### config.mk
export PLATFORM = sky130hd
export DESIGN_NAME = gate_deadtime_gen
export DESIGN_NICKNAME = d
export VERILOG_FILES = /design/src/rtl/gate_deadtime_gen_pkg.sv /design/src/rtl/gate_deadtime_gen_tick_deadline.sv /design/src/rtl/gate_deadtime_gen.sv
export SDC_FILE = /design/constraint.sdc
export NUM_CORES = 1
export LEC_CHECK = 0
export CAP_MARGIN = 10
export CORE_MARGIN = 4
export CORE_UTILIZATION = 26
export DETAILED_ROUTE_END_ITERATION = 7
export REMOVE_ABC_BUFFERS = 1
export SKIP_CTS_REPAIR_TIMING = 1
export SYNTH_ARGS = -nofsm -noshare
export SYNTH_HDL_FRONTEND = slang
export SYNTH_HIERARCHICAL = 1
export SYNTH_SLANG_ARGS = --single-unit
### constraint.sdc
create_clock -name clk -period 3.8 [get_ports clk]
set_clock_uncertainty 0.05 [all_clocks]
set_input_delay 0.76 -clock clk [delete_from_list [all_inputs] [get_ports clk]]
set_output_delay 0.76 -clock clk [all_outputs]
set_load 0.02 [all_outputs]
### src/rtl/gate_deadtime_gen_pkg.sv
// Shared definitions for the inverter gate-drive and timer-based filter blocks.
// Latency: n/a (types, constants and helpers only).
// Backpressure: n/a.
package gate_deadtime_gen_pkg;

    typedef enum logic [2:0] {
        ST_OFF   = 3'd0,
        ST_DT_HI = 3'd1,
        ST_HI_ON = 3'd2,
        ST_DT_LO = 3'd3,
        ST_LO_ON = 3'd4
    } gate_state_t;

    // One increment of the shared free-running timer.
    localparam int unsigned TICK_PERIOD_NS = 600;

    // Defaults shared with the input signal filters, in timer ticks.
    localparam logic [7:0] DEAD_TIME_DEF = 8'd4;
    localparam logic [7:0] MIN_ON_DEF    = 8'd10;

    function automatic logic is_dt(input gate_state_t s);
        return (s == ST_DT_HI) || (s == ST_DT_LO);
    endfunction

    function automatic logic is_on(input gate_state_t s);
        return (s == ST_HI_ON) || (s == ST_LO_ON);
    endfunction

endpackage

### src/rtl/gate_deadtime_gen_tick_deadline.sv
// Deadline compare-match against the shared tick timer: cc = timer + n + 1 on load.
// Latency: cc updates 1 clk after load; match is combinational on timer/cc.
// Backpressure: none; a stalled timer simply delays the match.
// Ports: clk, rst (async, active-low), load, n[7:0], timer[7:0] in; match out.
module tick_deadline (
    input  logic       clk,
    input  logic       rst,
    input  logic       load,
    input  logic [7:0] n,
    input  logic [7:0] timer,
    output logic       match
);

    logic [7:0] cc;

    // The +1 makes the interval at least n whole ticks even when loaded late
    // in a tick. Mod-256 wrap is intended: equality still finds the deadline.
    always_ff @(posedge clk or negedge rst) begin
        if (!rst) begin
            cc <= 8'd0;
        end else if (load) begin
            cc <= timer + n + 8'd1;
        end
    end

    assign match = (timer == cc);

endmodule

### src/rtl/gate_deadtime_gen.sv
// Complementary half-bridge gate driver with dead time and minimum on-time.
// Latency: pwm_in edge -> active gate falls 3 clk later (2 sync + 1), subject to MIN_ON.
// Backpressure: none; command changes during MIN_ON are held off until mature.
// Ports: clk, rst (async, active-low), timer[7:0], en, pwm_in (async), fault in;
//        gate_hs, gate_ls, dt_active, fault_lat out (all registered).
module gate_deadtime_gen
    import gate_deadtime_gen_pkg::*;
#(
    parameter logic [7:0] DEAD_TIME = DEAD_TIME_DEF,
    parameter logic [7:0] MIN_ON    = MIN_ON_DEF
) (
    input  logic       clk,
    input  logic       rst,
    input  logic [7:0] timer,
    input  logic       en,
    input  logic       pwm_in,
    input  logic       fault,
    output logic       gate_hs,
    output logic       gate_ls,
    output logic       dt_active,
    output logic       fault_lat
);

    gate_state_t st;
    gate_state_t ns;
    logic        pwm_meta;
    logic        pwm_s;
    logic        mature_q;
    logic        mature_now;
    logic        match;
    logic        load;
    logic [7:0]  n;

    // Two-flop synchroniser; nothing downstream looks at pwm_in directly.
    always_ff @(posedge clk or negedge rst) begin
        if (!rst) begin
            pwm_meta <= 1'b0;
            pwm_s    <= 1'b0;
        end else begin
            pwm_meta <= pwm_in;
            pwm_s    <= pwm_meta;
        end
    end

    tick_deadline u_deadline (
        .clk   (clk),
        .rst   (rst),
        .load  (load),
        .n     (n),
        .timer (timer),
        .match (match)
    );

    // The match only lasts while timer == cc; the sticky bit remembers that
    // MIN_ON has expired so a held-off command still takes effect later.
    assign mature_now = mature_q | match;

    always_comb begin
        ns   = st;
        load = 1'b0;
        n    = DEAD_TIME;

        unique case (st)
            ST_OFF: begin
                if (en && !fault_lat) begin
                    ns = pwm_s ? ST_DT_HI : ST_DT_LO;
                end
            end
            ST_DT_HI: begin
                if (!pwm_s)     ns = ST_DT_LO;
                else if (match) ns = ST_HI_ON;
            end
            ST_HI_ON: begin
                if (mature_now && !pwm_s) ns = ST_DT_LO;
            end
            ST_DT_LO: begin
                if (pwm_s)      ns = ST_DT_HI;
                else if (match) ns = ST_LO_ON;
            end
            ST_LO_ON: begin
                if (mature_now && pwm_s) ns = ST_DT_HI;
            end
            default: ns = ST_OFF;
        endcase

        // Shutdown overrides everything, including an in-progress MIN_ON.
        if (fault || !en) begin
            ns = ST_OFF;
        end

        // Retargeting between dead-time states keeps cc: both gates have
        // already been off since the first dead-time entry.
        load = (ns != st) && (ns != ST_OFF) && !(is_dt(st) && is_dt(ns));
        n    = is_on(ns) ? MIN_ON : DEAD_TIME;
    end

    always_ff @(posedge clk or negedge rst) begin
        if (!rst) begin
            st        <= ST_OFF;
            mature_q  <= 1'b0;
            fault_lat <= 1'b0;
            gate_hs   <= 1'b0;
            gate_ls   <= 1'b0;
            dt_active <= 1'b0;
        end else begin
            st <= ns;

            if (load) begin
                mature_q <= 1'b0;
            end else if (is_on(st) && match) begin
                mature_q <= 1'b1;
            end

            if (fault) begin
                fault_lat <= 1'b1;
            end else if (!en) begin
                fault_lat <= 1'b0;
            end

            // Decoding from ns keeps the two gate flops mutually exclusive.
            gate_hs   <= (ns == ST_HI_ON);
            gate_ls   <= (ns == ST_LO_ON);
            dt_active <= is_dt(ns);
        end
    end

endmodule
==> run_results.csv <==
group,metric,value,unit
flow_run,maxCapViolations,0,
route,drtAntennaViolNets,0,
clock_network,cts_buffer_depth,2,
clock_network,clock-root-buffer,"clkbuf_8",
worst_setup_path,cp-start-kind,"input pin",
power,ir_worst_vdd,0.000247,V
synth,synth_fa_ha_area_share,8.14,%
sta,setup_ws,181,ps
route,drc,0,
worst_setup_path,end_kind,"flop",
worst_setup_path,reg2reg_depth,15,
grt,grt_pass1_vias,1055,
route,via_per_inst,4.58,
synth,ys_seq_elements,18,
synth,synth_area,1320,µm²
synth,synthXorXnorAreaFrac,7.95,%
worst_setup_path,cp.required,3880,ps
synth,async_flop_share,100,%
route,drt-initial-drc-count,60,
synth,yosysSeqAreaShare,34.1,%
layout,fill_cells,504,
worst_setup_path,crit_path_frequent_cell,"nor2_2",
worst_setup_path,ff2ff_setup_slack,740,ps
floorplanning,die_w,79.3,µm
grt,grt_pass1_wl,5030,µm
worst_setup_path,path_cells,"clkdlybuf4s50_1 -> xnor2_1 -> nand4_1 -> nor2_2 -> buf_4 -> nor2_1 -> a211oi_2 -> or4_4 -> nor2_2 -> inv_1 -> fa_2 -> nor2b_4 -> o21ai_2 -> a21boi_2 -> nor3_1 -> or3b_1",
route,num_vias,1118,
clock_network,cts_buffers,3,
sta,grt_setup_unrepaired,"no",
synth,yosysTopAreaCell,"dfrtp_1",
clock_network,cts.sinks,18,
sta,finalCritPeriodShare,95.2,%
place,gp_congestion,0.805,
synth,synth_top_family_by_area,"simple AND/OR/NAND/NOR gates",
place,hpwl,2240,µm
power,p_leak,0.718,nW
layout,regArea,450,µm²
worst_setup_path,crit_path_max_incr_delay,450,ps
synth,synth_edf_count,0,
power,powerDensity,303,nW/µm²
layout,final_nets,200,
grt,grt_max_degree,19,
route,first_pass_iters,4,
place,place_area,1690,µm²
clock_network,clock_latency,250,ps
floorplanning,start_util,27.5,%
run_status,status,"complete, no violations",
grt,antenna_found_initial,0,
synth,ys_top_cells_by_count,"18 x dfrtp_1, 13 x nor2_1, 11 x xnor2_1",
layout,final_util,36.8,%
place,placement.io_buffers,16,
sta,max_slew.worst_pin.slew,860,ps
sta,fmax,276,MHz
floorplanning,core-area,4820,µm²
route,wire_per_inst,11.8,µm
worst_hold_path,hold_class,"flop to flop",
sta,min_period,3620,ps
worst_setup_path,crit_start,"timer[7]",
clock_network,htreeDepth,1,
synth,synthTopCellsByArea,"dfrtp_1 34%, xnor2_1 7.3%, ha_1 6.6%",
route,wirelength,2880,µm
worst_setup_path,crit_slowest_cell,"or4_4",
sta,hold_viol_final,0,
synth,synth_top_area_share,34.1,%
clock_network,clk_pin_slew_worst_paths,70,ps
grt,grt-ovfl-total,0,
synth,synthMuxAreaShare,0.851,%
floorplanning,die-area,6290,µm²
sta,setup_viol,0,
synth,synth_most_common_cell,"dfrtp_1",
sta,slew_headroom,42.5,%
synth,ys_warn_count,6,
worst_setup_path,worstPathMaxFanout,5,
floorplanning,ioPinCount,17,
grt,grt.total_usage,10.1,%
synth,syn_inst,138,
synth,synth.distinct_cells,44,
layout,antenna_cells,0,
layout,layout-drive-gt1-share,23.7,%
sta,slew_violations,0,
layout,final_area,1770,µm²
place,place_ws,-194,ps
floorplanning,die_h,79.3,µm
worst_setup_path,critPathKind,"input pin to flop",
synth,synthSimpleGateAreaFrac,24.3,%
worst_setup_path,timing.rr.start,"u_deadline/cc[7]",
synth,synth-compound-area-share,19.3,%
worst_setup_path,endpoint,"u_deadline/cc[6]",
worst_setup_path,crit_arrival,3700,ps
synth,synth.avg_cell_area,9.58,µm²
clock_network,cts_tree,"yes",
synth,synth_top_flop_cell,"dfrtp_1",
floorplanning,rows,25,
layout,multiInputGateArea,855,µm²
worst_setup_path,rr_endpoint,"u_deadline/cc[6]",
layout,area_delta_synth_final,33.9,%
-- report_power, final --
part	switching, mW	total [mW]	internal, mW
Combinational	0.0678	0.155	0.0873
Sequential	0.0239	0.247	0.223
Clock	0.0634	0.134	0.0704
-- per-layer routing --
layer | track usage [%] | routed length (µm) | up-vias
li1 | - | - | 571
met1 | 14.0 | 1470 | 526
met2 | 15.4 | 1250 | 19
met3 | 3.06 | 137 | 2
met4 | 2.41 | 19 | 0
met5 | 0 | 0 | -
-- final cells by class --
class                      instances  share of cell area, %
clock buffer                       3                   2.33
inverter                           8                   1.70
multi-input combinational        112                   48.3
sequential                        18                   25.4
tap                               67                   4.73
timing repair buffer              36                   17.5
-- kinds of logic after synthesis --
family	count (synthesis)
mux	1
flops	18
other cells	1
xor+xnor	12
simple gates	51
buf+inv	12
compound gates	35
fa+ha+maj	8
-- flip-flops by register name, summed over array words and instances (netlist names) --
name,flops
gate_hs,1
pwm_meta,1
dt_active,1
st,3
pwm_s,1
gate_ls,1
u_deadline/cc,8
fault_lat,1
mature_q,1
-- per-stage QoR --
step           instances  TNS, ps  total power, mW  hold slack, ps
2_1_floorplan        138        0            0.346             281
3_3_place_gp         241     -369            0.402             284
3_5_place_dp         241     -383            0.402             291
4_1_cts              244        0            0.542             309
5_1_grt              244        0            0.579             310
6_report             244        0            0.536             304
-- critical path, delay by kind of cell --
kind / cells / cell delay (ps)
compound gates: 3 / 310
xor+xnor: 1 / 150
fa+ha+maj: 1 / 380
buf+inv: 3 / 650
simple gates: 8 / 1450
-- worst min-delay path by stage --
stage	startpoint	to	cells after the start
finish	pwm_meta	pwm_s	0
global route	pwm_meta	pwm_s	0
CTS	pwm_meta	pwm_s	0
detailed placement	pwm_meta	pwm_s	0
global placement	pwm_meta	pwm_s	0
floorplan	pwm_meta	pwm_s	0
-- placed cells by master, fill, tap and decap left out, types with 5 or more instances in the layout --
master and n:
buf_4 20, dfrtp_1 18, clkdlybuf4s50_1 16, nor2_1 11, xnor2_1 11, inv_1 8
o21ai_0 6, nand2_1 6, ha_1 6, conb_1 5
Power figures use the tool's default switching activity.
